$ cat src/rtl/regfile_wb_queue.sv
// -----------------------------------------------------------------------------
// regfile_wb_queue
//
// Write-back queue placed directly in front of the register file write port.
// Execution units push (address, data) results through a valid/ready
// handshake. Entries are held in an in-order circular FIFO and drained one
// per cycle into a registered waddr/wdata/wena stage. The drain pauses while
// wr_hold is high.
//
// Optional feature, selected by the macro WBQ_BYPASS_EN:
//   defined     - lk_addr is compared against every pending FIFO entry and
//                 against the output register; the youngest match drives
//                 lk_data and lk_hit is raised.
//   not defined - the lookup ports stay on the interface but are inert
//                 (lk_hit = 0, lk_data = 0) and no comparators are built.
//
// Parameters
//   DEPTH : FIFO entries (power of two, >= 2)
//   AW    : register address width
//   DW    : register data width
//
// Ports
//   clk       : clock, all state updates on the rising edge
//   rst       : synchronous active-high reset
//   in_valid  : result available from the execution side
//   in_addr   : destination register of the result
//   in_data   : result value
//   in_ready  : queue can accept this cycle
//   wr_hold   : stall the drain; no entry leaves while high
//   waddr     : register file write address (registered)
//   wdata     : register file write data (registered)
//   wena      : register file write enable (registered)
//   lk_addr   : forwarding lookup address
//   lk_hit    : a pending write to lk_addr exists
//   lk_data   : data of the youngest pending write to lk_addr
//   empty     : FIFO empty and no write in the output register
//   count     : FIFO occupancy, not counting the output register
// -----------------------------------------------------------------------------
module regfile_wb_queue #(
    parameter int DEPTH = 4,
    parameter int AW    = 5,
    parameter int DW    = 64
) (
    input  logic                       clk,
    input  logic                       rst,
    input  logic                       in_valid,
    input  logic [AW-1:0]              in_addr,
    input  logic [DW-1:0]              in_data,
    output logic                       in_ready,
    input  logic                       wr_hold,
    output logic [AW-1:0]              waddr,
    output logic [DW-1:0]              wdata,
    output logic                       wena,
    input  logic [AW-1:0]              lk_addr,
    output logic                       lk_hit,
    output logic [DW-1:0]              lk_data,
    output logic                       empty,
    output logic [$clog2(DEPTH):0]     count
);

    localparam int PW = $clog2(DEPTH);
    localparam int CW = PW + 1;
    localparam logic [CW-1:0] FULL = CW'(DEPTH);

    // FIFO storage: deliberately not reset, only pointers/count qualify it.
    logic [AW-1:0] mem_addr_q [DEPTH];
    logic [DW-1:0] mem_data_q [DEPTH];

    logic [PW-1:0] wptr_q, wptr_d;
    logic [PW-1:0] rptr_q, rptr_d;
    logic [CW-1:0] count_q, count_d;

    logic          wena_q, wena_d;
    logic [AW-1:0] waddr_q, waddr_d;
    logic [DW-1:0] wdata_q, wdata_d;

    logic push;
    logic pop;

    // A full queue refuses input even when it pops in the same cycle, so
    // ready depends on registered occupancy only.
    assign in_ready = !rst && (count_q != FULL);
    assign push     = in_valid && in_ready;
    // Pop is based on registered occupancy, so an entry pushed into an empty
    // queue cannot leave in the same cycle.
    assign pop      = (count_q != '0) && !wr_hold;

    always_comb begin
        wptr_d  = wptr_q;
        rptr_d  = rptr_q;
        count_d = count_q;
        wena_d  = pop;
        waddr_d = waddr_q;
        wdata_d = wdata_q;

        if (push) begin
            wptr_d = wptr_q + PW'(1);
        end
        if (pop) begin
            rptr_d  = rptr_q + PW'(1);
            waddr_d = mem_addr_q[rptr_q];
            wdata_d = mem_data_q[rptr_q];
        end

        if (push && !pop) begin
            count_d = count_q + CW'(1);
        end else if (!push && pop) begin
            count_d = count_q - CW'(1);
        end
    end

    always_ff @(posedge clk) begin
        if (rst) begin
            wptr_q  <= '0;
            rptr_q  <= '0;
            count_q <= '0;
            wena_q  <= 1'b0;
            waddr_q <= '0;
            wdata_q <= '0;
        end else begin
            wptr_q  <= wptr_d;
            rptr_q  <= rptr_d;
            count_q <= count_d;
            wena_q  <= wena_d;
            waddr_q <= waddr_d;
            wdata_q <= wdata_d;
        end
    end

    always_ff @(posedge clk) begin
        if (push) begin
            mem_addr_q[wptr_q] <= in_addr;
            mem_data_q[wptr_q] <= in_data;
        end
    end

    assign waddr = waddr_q;
    assign wdata = wdata_q;
    assign wena  = wena_q;
    assign count = count_q;
    assign empty = (count_q == '0) && !wena_q;

`ifdef WBQ_BYPASS_EN
    logic          lk_hit_c;
    logic [DW-1:0] lk_data_c;
    logic [PW-1:0] lk_idx;

    // Scan oldest to youngest so that a later (younger) match overwrites an
    // earlier one; the output register is older than any FIFO entry.
    always_comb begin
        lk_hit_c  = 1'b0;
        lk_data_c = '0;
        lk_idx    = '0;
        if (wena_q && (waddr_q == lk_addr)) begin
            lk_hit_c  = 1'b1;
            lk_data_c = wdata_q;
        end
        for (int i = 0; i < DEPTH; i++) begin
            lk_idx = rptr_q + PW'(i);
            if ((CW'(i) < count_q) && (mem_addr_q[lk_idx] == lk_addr)) begin
                lk_hit_c  = 1'b1;
                lk_data_c = mem_data_q[lk_idx];
            end
        end
    end

    assign lk_hit  = lk_hit_c;
    assign lk_data = lk_data_c;
`else
    logic unused_lk_addr;

    assign unused_lk_addr = ^lk_addr;
    assign lk_hit         = 1'b0;
    assign lk_data        = '0;
`endif

endmodule

$ cat config.mk
export PLATFORM = sky130hd
export DESIGN_NAME = regfile_wb_queue
export DESIGN_NICKNAME = d
export VERILOG_FILES = /design/src/rtl/regfile_wb_queue.sv
export SDC_FILE = /design/constraint.sdc
export NUM_CORES = 1
export LEC_CHECK = 0
export ABC_AREA = 1
export BUFFER_PORTS_ARGS = -buffer_cell sky130_fd_sc_hd__buf_4
export CORE_MARGIN = 5
export CORE_UTILIZATION = 45
export CTS_CLUSTER_DIAMETER = 30
export DETAILED_ROUTE_END_ITERATION = 10
export PLACE_DENSITY = 0.65
export SETUP_SLACK_MARGIN = 0.02
export SLEW_MARGIN = 20
export SYNTH_ARGS = -nofsm -noshare
export SYNTH_HDL_FRONTEND = slang
export SYNTH_SLANG_ARGS = --single-unit
$ cat constraint.sdc
create_clock -name clk -period 4.8 [get_ports clk]
set_input_delay 0.24 -clock clk [delete_from_list [all_inputs] [get_ports clk]]
set_output_delay 0.24 -clock clk [all_outputs]
set_load 0.02 [all_outputs]
==> results of run 1 <==
## worst max-delay path, delay by kind of cell, from the launching register on
| kind | cells | cell delay, ps |
|---|---|---|
| DFF | 1 | 370 |
| AOI/OAI and AO/OA | 1 | 190 |
| buffers and inverters | 2 | 1420 |
| and+or+nand+nor | 4 | 890 |
## repair_timing
item | CTS | global route
hold buffers | 72 | 0
buffers inserted | 0 | 0
gates resized for setup | 0 | 0
endpoints found under the hold margin | 281 | 0
## cell type report
cell class / count / area share
timing repair buffer: 234 / 0.09710
clock buffer: 100 / 0.1077
antenna: 1 / 0.0001254
sequential: 353 / 0.4931
tap: 448 / 0.02810
inverter: 361 / 0.06805
clock inverter: 46 / 0.02685
multi-input combinational: 870 / 0.1789
## per-stage QoR
stage                     power (W)  instances  cell area, um2  utilization  worst slack [ps]
final                       0.01186       2413           19950       0.5934              1797
after global routing        0.01253       2413           19950       0.5934              1637
after CTS                   0.01199       2412           19950       0.5933              1868
after detailed placement   0.006547       2194           16540       0.4921              2079
after global placement     0.006488       2194           16540       0.4921              2122
after floorplan            0.005768       1718           15570            -             499.8
## cell families (layout without fill, tap and decap cells)
logic type | count (synthesis) | in the layout | synth area share
flip-flops | 353 | 353 | 0.6410
AO/OA/AOI/OAI | 4 | 4 | 0.001305
buffers and inverters | 495 | 741 | 0.1442
other | 1 | 66 | 0.0002445
AND/OR/NAND/NOR | 794 | 794 | 0.2073
XOR/XNOR | 1 | 1 | 0.0005713
adder cells (fa/ha/maj) | 6 | 6 | 0.005385
## flip-flops by register name (all words and copies together) (netlist names)
register and count:
mem_addr_q 20, rptr_q 2, waddr 5, wena 1, mem_data_q 256, wdata 64, count 3, wptr_q 2
## metal layers
layer,vias to the layer above,track usage,routed length (um)
met5,-,0,0
met4,0,0.05938,615
met3,55,0.04346,2217
met2,301,0.3171,16980
met1,5010,0.2109,13640
li1,5404,-,-
## cell usage in the layout (no fill, tap or decap), drive strengths merged, types with 65 or more instances in the layout
cell type / instances
buf: 162
nand2: 499
edfxtp: 276
clkbuf: 100
inv: 367
nor2: 151
dlygate4sd3: 72
conb: 65
nand3: 143
dfxtp: 77
## path summary, 6_finish.rpt
kind,from,to,slack (ps),depth (start not counted)
min,wr_hold,rptr_q[1],50,4
max reg2reg,count[0],rptr_q[0],1800,7
max,count[0],rptr_q[0],1800,7
min reg2reg,wdata[44],wdata[44],510,4
## power groups by stage
stage | combinational [W] | sequential (W) | clock, W
after floorplan | 0.00160 | 0.00417 | 0
after global placement | 0.00252 | 0.00397 | 0
after detailed placement | 0.00257 | 0.00398 | 0
after CTS | 0.00264 | 0.00393 | 0.00542
after global routing | 0.00295 | 0.00397 | 0.00561
final | 0.00260 | 0.00393 | 0.00533
==> metrics.txt, run 1 <==
vias per cell 4.463; Slew headroom 0.3028; PD cells 594.4 nW/um2; critical path's slowest cell buf_4; TNS Setup 0 ps; Clock power frac 0.450; Die H 194.6 um; GRT Residual Overflow 0; Least-Margin Pin Slew 1044 ps; skew final 19.81 ps; crit-path most repeated cell nand2_4; clock slew at reported path FFs 40 ps; full die area 37870 um2; peak supply drop 0.0003634 V; core area 33620 um2; TritonCTS buffer count 78; Seq pwr share 0.331; Ys Warns 0; Logic pwr share 0.219; Max clock buf depth 3; DRC 0; Critical Path, Cell by Cell nor2_4 > nand2_4 > nand2_4 > buf_4 > nand2_1 > a21oi_1 > dlygate4sd3_1; FP Rows 67; GP Congestion 0.7165; Worst Setup End Kind flip-flop; Detail Route Antenna Nets 0; distinct cell type count after synthesis 22; crit share post-route 0.6256; Layout fillers 2765; clk_lat worst skew 570 ps; Initial DRC Count 500; fin crit period 3003 ps; Post-synth top cells nand2_1 (497), inv_1 (359), edfxtp_1 (276); TritonCTS Sinks 353; Async S/R FF share, synth 0; area leader, netlist edfxtp_1; CP peak stage delay 860 ps; Fmax 0.3330 GHz; Top FF cell, synth edfxtp_1; Max FO, Critical Path 82; Die X-Extent 194.6 um; Hold Path Class in2reg; CP arrival 3500 ps; Finish-stage setup viols 0; area of the multi-input gates 3570 um2; Max Transition Viols Final 0; DRT Pass-1 Iters 5; synth top area cells edfxtp_1 (54%), nand2_1 (12%), dfxtp_1 (10%); H-Tree Depth 3; TritonCTS clock tree built; Hold WS 47.44 ps; total number of vias 10770; sequential share of the synthesized area 0.6410; most common cell in the netlist nand2_1; Setup CP Type reg2reg; post-synth top area share 0.5405; IO buf count 147; number of global-route vias before repair 10830; P_int 0.008286 W; Post-synth EDFFs 276; DP HPWL 18.49 mm; Seq cells post-synth 353; Worst setup SP type flip-flop; growth of design area from synthesis to finish 30.08%; wire length per cell 13.87 um; switching pwr 0.003570 W; largest net degree at the start of global routing 83; first-pass GRT wire length 54.60 mm; max-cap violations 0; status completed; gr usage total 0.1778; Nets 1982; RSZ-0062 raised after global routing no; Sequential Area 9837 um2; final WL 33.46 mm; I/O Pins 218; initial antenna violation count 1; CP required 5290 ps; Post-Synthesis Cells 1654; Mean Syn Cell Area 9.271 um2; Sw Ratio 0.3011; leakage power 9.425 nW; Hold Fails Final Rpt 0; Starting Density 0.4562; root buffer selected by CTS clkbuf_16; mapped cell area 15330 um2; share of cells above drive strength 1 0.1543
Note: power is estimated with default switching activity, not from simulation.
==> inputs of run 2 (changes only) <==
--- a/config.mk
+++ b/config.mk
@@ -5,13 +5,13 @@
 export SDC_FILE = /design/constraint.sdc
 export NUM_CORES = 1
 export LEC_CHECK = 0
-export ABC_AREA = 1
+export ABC_AREA = 0
 export BUFFER_PORTS_ARGS = -buffer_cell sky130_fd_sc_hd__buf_4
 export CORE_MARGIN = 5
 export CORE_UTILIZATION = 45
 export CTS_CLUSTER_DIAMETER = 30
 export DETAILED_ROUTE_END_ITERATION = 10
-export PLACE_DENSITY = 0.65
+export PLACE_DENSITY = 0.66
 export SETUP_SLACK_MARGIN = 0.02
 export SLEW_MARGIN = 20
 export SYNTH_ARGS = -nofsm -noshare
==> constraint.sdc (replaced) <==
create_clock -name clk -period 2.9 [get_ports clk]
set_input_delay 0.145 -clock clk [delete_from_list [all_inputs] [get_ports clk]]
set_output_delay 0.145 -clock clk [all_outputs]
set_load 0.02 [all_outputs]
==> metrics.txt, run 2 <==
status completed; number of global-route vias before repair 7410; worst reg2reg path endpoint count[2]; Top reg by flops mem_data_q; peak supply drop 0.0006954 V; initial antenna violation count 0; FP Rows 62; Max clock buf depth 3; most common cell after layout, fill and taps aside edfxtp_1; share of cells above drive strength 1 0.3768; Die X-Extent 179.6 um; Worst Setup End Kind flip-flop; H-Tree Depth 3; mapped cell area 12940 um2; largest net degree at the start of global routing 54; max-cap violations 0; hold depth 4; gr usage total 0.1656; Slew headroom 0.5110; clock slew at reported path FFs 40 ps; Fmax 0.4348 GHz; Finish-stage setup viols 0; Post-synth top cells edfxtp_1 (276), dfxtp_1 (77), a22o_1 (69), mux4_2 (69), buf_4 (66); area leader, netlist edfxtp_1; Least-Margin Pin Slew 731.9 ps; GP Congestion 0.7103; I/O Pins 218; full die area 32250 um2; Die H 179.6 um; Top FF cell, synth edfxtp_1; post-synth top area share 0.6404; vias per cell 5.010; TritonCTS clock tree built; max reg flops 256; most common cell in the netlist edfxtp_1; R2R depth 9; Starting Density 0.4533; Ys Warns 0; skew final 16.59 ps; Max FO, Critical Path 7; number of setup buffers added after CTS 0; Max Transition Viols Final 0; TritonCTS Sinks 353; Nets 985; TNS Setup 0 ps; PD cells 992.2 nW/um2; Mean Syn Cell Area 20.54 um2; Post-CTS Hold Buffers 71; crit share post-route 0.7931; distinct cell type count after synthesis 30; Post-Synthesis Cells 630; DRC 0; sequential share of the synthesized area 0.7595; TritonCTS buffer count 69; IO buf count 147; Final Cell Area 17510 um2; wire length per cell 20.09 um; Initial DRC Count 322; met2 WL 14.07 mm; Routed met1 length 10.61 mm; DR WL met3 2.024 mm; fin crit period 2300 ps; synth top area cells edfxtp_1 (64%), mux4_2 (12%), dfxtp_1 (12%); CP required 3380 ps; post-place setup slack 628.5 ps; total number of vias 6724; clk_lat worst skew 560 ps; final worst setup slack 600.0 ps; DRT Pass-1 Iters 5; Hold Fails Final Rpt 0; Async S/R FF share, synth 0; GRT Residual Overflow 0; Post-synth EDFFs 276; # resized after CTS 0; Setup CP Type reg2reg; root buffer selected by CTS clkbuf_16; CP arrival 2780 ps; first-pass GRT wire length 42.21 mm; core area 28550 um2; final WL 26.97 mm; hold_sp wr_hold; Detail Route Antenna Nets 0; highest routed layer met4; RSZ-0062 raised after global routing no; DP HPWL 14.87 mm; R2R Setup Slk 600 ps; worst reg2reg path startpoint count[0]; Hold Path Class in2reg; ant diodes 0; WHS Endpoint rptr_q[1]; Seq cells post-synth 353; growth of design area from synthesis to finish 35.30%; Worst setup SP type flip-flop; most frequent cells in the layout edfxtp_1 (276), buf_4 (153), dfxtp_1 (75); Post-Place Cell Area 14360 um2; leakage power 6.426 nW
[run 2: cell count changes in the layout (fill, tap and decap cells not counted), sizes merged, moves of 3 or more]
| cell | before | now |
|---|---|---|
| a22o | 0 | 69 |
| and2 | 0 | 4 |
| clkbuf | 100 | 80 |
| nor2 | 151 | 6 |
| nand2 | 499 | 1 |
| mux4 | 0 | 69 |
| or3 | 0 | 3 |
| clkinvlp | 10 | 3 |
| inv | 367 | 20 |
| nand3 | 143 | 1 |
[run 2: area by class of cell]
| class | instances | area (um2) |
|---|---|---|
| tap | 384 | 480.5 |
| timing repair buffer | 232 | 2019 |
| fill | 1985 | 11040 |
| inverter | 4 | 15.01 |
| clock inverter | 48 | 630.6 |
| multi-input combinational | 241 | 2719 |
| clock buffer | 80 | 1808 |
| sequential | 353 | 9837 |
[run 2: worst max-delay path by stage]
| stage | start | to | slack [ps] | depth (start not counted) |
|---|---|---|---|---|
| 6_report | count[0] | count[2] | 600 | 9 |
| 5_1_grt | count[0] | count[2] | 520 | 9 |
| 4_1_cts | count[0] | count[2] | 620 | 9 |
| 3_5_place_dp | count[0] | count[2] | 630 | 9 |
| 3_3_place_gp | count[0] | count[2] | 700 | 9 |
| 2_1_floorplan | count[0] | mem_addr_q[0][0] | 530 | 3 |
[run 2: worst max-delay path, stage by stage, from the launching register on]
cell and delay [ps]:
dfxtp_1 470, nor3b_1 120, nor3b_2 180, buf_4 180, ha_1 190, inv_1 60, fa_1 370, xor2_1 180
or3_1 320, a21oi_1 150
[run 2: metal layers]
metal  track usage  vias up
met5             0        -
met4       0.03718        0
met3       0.05821       24
met2        0.2905      268
met1        0.1983     3432
li1              -     3000
[run 2: logic make-up (layout without fill, tap and decap cells)]
kind of cell    Yosys count  after routing  synth area share
flops                   353            353            0.7595
other cells               1             65         0.0002898
fa+ha+maj                 6              6          0.006381
xor+xnor                  2              2          0.001354
mux                      73             73            0.1234
buf+inv                 100            364           0.05008
compound gates           74             74           0.04950
simple gates             21             21          0.009474
[run 2: power breakdown]
group	internal, W	switching [W]	leakage [nW]	total, W
Combinational	0.00140	0.00141	2.10	0.00281
Sequential	0.00608	0.000393	3.14	0.00647
Clock	0.00533	0.00276	1.19	0.00809
[run 2: metrics by stage]
step	std cells	util	total power [W]	hold WS (ps)
after floorplan	694	-	0.008271	243.9
after global placement	1143	0.5030	0.009243	342.8
after detailed placement	1143	0.5030	0.009328	348.5
after CTS	1342	0.6133	0.01757	34.65
after global routing	1342	0.6133	0.01809	61.21
final	1342	0.6133	0.01737	54.42
==> inputs of run 3 (changes only) <==
--- a/config.mk
+++ b/config.mk
@@ -5,13 +5,13 @@
 export SDC_FILE = /design/constraint.sdc
 export NUM_CORES = 1
 export LEC_CHECK = 0
-export ABC_AREA = 0
+export ABC_AREA = 1
 export BUFFER_PORTS_ARGS = -buffer_cell sky130_fd_sc_hd__buf_4
 export CORE_MARGIN = 5
 export CORE_UTILIZATION = 45
 export CTS_CLUSTER_DIAMETER = 30
 export DETAILED_ROUTE_END_ITERATION = 10
-export PLACE_DENSITY = 0.66
+export PLACE_DENSITY = 0.65
 export SETUP_SLACK_MARGIN = 0.02
 export SLEW_MARGIN = 20
 export SYNTH_ARGS = -nofsm -noshare
==> constraint.sdc (replaced) <==
create_clock -name clk -period 2.4 [get_ports clk]
set_input_delay 0.12 -clock clk [delete_from_list [all_inputs] [get_ports clk]]
set_output_delay 0.12 -clock clk [all_outputs]
set_load 0.02 [all_outputs]
==> metrics.txt, run 3 (synthesis results as in run 1) <==
CP required 2880 ps; worst reg2reg path startpoint count[0]; gr usage total 0.1799; vias per cell 4.441; CP arrival 2630 ps; crit share post-route 0.8935; final worst setup slack 255.5 ps; post-place setup slack 569.1 ps; share of cells above drive strength 1 0.1549; DP HPWL 17.89 mm; H-Tree Depth 3; Least-Margin Pin Slew 936.6 ps; Die H 194.6 um; Critical Path, Cell by Cell nor2_4 > nand2_4 > nand2_4 > buf_12 > nand2_1 > a21oi_1 > dlygate4sd3_1; initial antenna violation count 1; GRT Residual Overflow 0; Setup CP Type reg2reg; TritonCTS clock tree built; clk_lat worst skew 550 ps; CP peak stage delay 550 ps; Initial DRC Count 542; Finish-stage setup viols 0; total number of vias 10710; Hold Path Class in2reg; most common cell after layout, fill and taps aside nand2_1; PnR Total Power 0.02296 W; root buffer selected by CTS clkbuf_16; Hold WS 305.8 ps; skew final 30.91 ps; FP Rows 67; TritonCTS buffer count 77; placed cell count 2197; wire length per cell 13.99 um; PD cells 1155 nW/um2; Hold Fails Final Rpt 0; Nets 1985; clock slew at reported path FFs 50 ps; I/O Pins 218; CP endpoint rptr_q[1]; full die area 37870 um2; Worst Setup End Kind flip-flop; growth of design area from synthesis to finish 29.68%; peak supply drop 0.0009431 V; fin crit period 2144 ps; Starting Density 0.4562; crit path from count[0]; IO buf count 147; RSZ-0062 raised after global routing no; TNS Setup 0 ps; status completed; Max FO, Critical Path 141; Die X-Extent 194.6 um; DRT Pass-1 Iters 4; Max clock buf depth 3; max reg flops 256; Worst setup SP type flip-flop; GP Congestion 0.7114; Layout fillers 2766; Top reg by flops mem_data_q; crit-path most repeated cell nand2_4; most frequent cells in the layout nand2_1 (497), inv_1 (358), edfxtp_1 (276); Detail Route Antenna Nets 0; number of global-route vias before repair 11060; critical path's slowest cell dlygate4sd3_1; final WL 33.74 mm; Max Transition Viols Final 0; max-cap violations 0; largest net degree at the start of global routing 142; Slew headroom 0.3756; DRC 0; core area 33620 um2; leakage power 9.399 nW; R2R Setup Slk 260 ps; final std cells w/o fill 2412; worst reg2reg path endpoint rptr_q[1]; TritonCTS Sinks 353; first-pass GRT wire length 55.44 mm; R2R depth 7; Fmax 0.4663 GHz
[run 3: cell count changes in the layout (fill, tap and decap cells not counted), sizes merged, moves of 4 or more]
cell	delta
mux4	-69
nand2	+498
inv	+347
clkbuf	+17
buf	+4
nand3	+142
and2	-4
nor2	+145
clkinv	+7
a22o	-69
bufinv	-5
[run 3: how the worst min path moves through the flow]
stage	startpoint	end	slack (ps)	cells after the start
3_5_place_dp	in_data[32]	mem_data_q[1][32]	320	1
4_1_cts	in_data[20]	mem_data_q[0][20]	280	2
5_1_grt	in_data[20]	mem_data_q[0][20]	290	2
6_report	in_addr[4]	mem_addr_q[3][4]	310	2
2_1_floorplan	rst	count[0]	180	1
3_3_place_gp	in_data[47]	mem_data_q[3][47]	320	1
[run 3: per-layer routing]
metal	up-vias	GRT usage	wire length (um)
li1	5409	-	-
met1	4947	0.2105	14090
met2	298	0.3195	16630
met3	58	0.04726	2401
met4	0	0.06432	614
met5	-	0	0
[run 3: where the power goes]
| group | leakage (nW) | switching [W] | internal (W) |
|---|---|---|---|
| Combinational | 5.04 | 0.00351 | 0.00190 |
| Sequential | 3.14 | 0.000379 | 0.00736 |
| Clock | 1.21 | 0.00322 | 0.00659 |
[run 3: cell type report]
class                      instances  area (um2)  area share
sequential                       353        9839      0.4948
timing repair buffer             238        2069      0.1041
clock buffer                      97        2135      0.1073
antenna                            2       5.005   0.0002517
inverter                         361        1358     0.06826
clock inverter                    43       345.3     0.01737
tap                              448       560.5     0.02819
multi-input combinational        870        3575      0.1798
[run 3: what timing repair did]
action                                 in CTS  in global routing
endpoints found under the hold margin     282                  0
hold buffers                               73                  0
resized for setup                           0                  0
buffers inserted                            0                  0
[run 3: stage by stage]
| stage | util | instance area [um2] |
|---|---|---|
| CTS | 0.5914 | 19880 |
| global route | 0.5915 | 19880 |
| floorplan | - | 15610 |
| detailed placement | 0.4959 | 16670 |
| global placement | 0.4959 | 16670 |
| finish | 0.5916 | 19890 |
[run 3: critical path, delay by kind of cell (launching register included)]
| family | cells | cell delay (ps) |
|---|---|---|
| flops | 1 | 350 |
| simple gates | 4 | 460 |
| compound gates | 1 | 170 |
| buf+inv | 2 | 1070 |
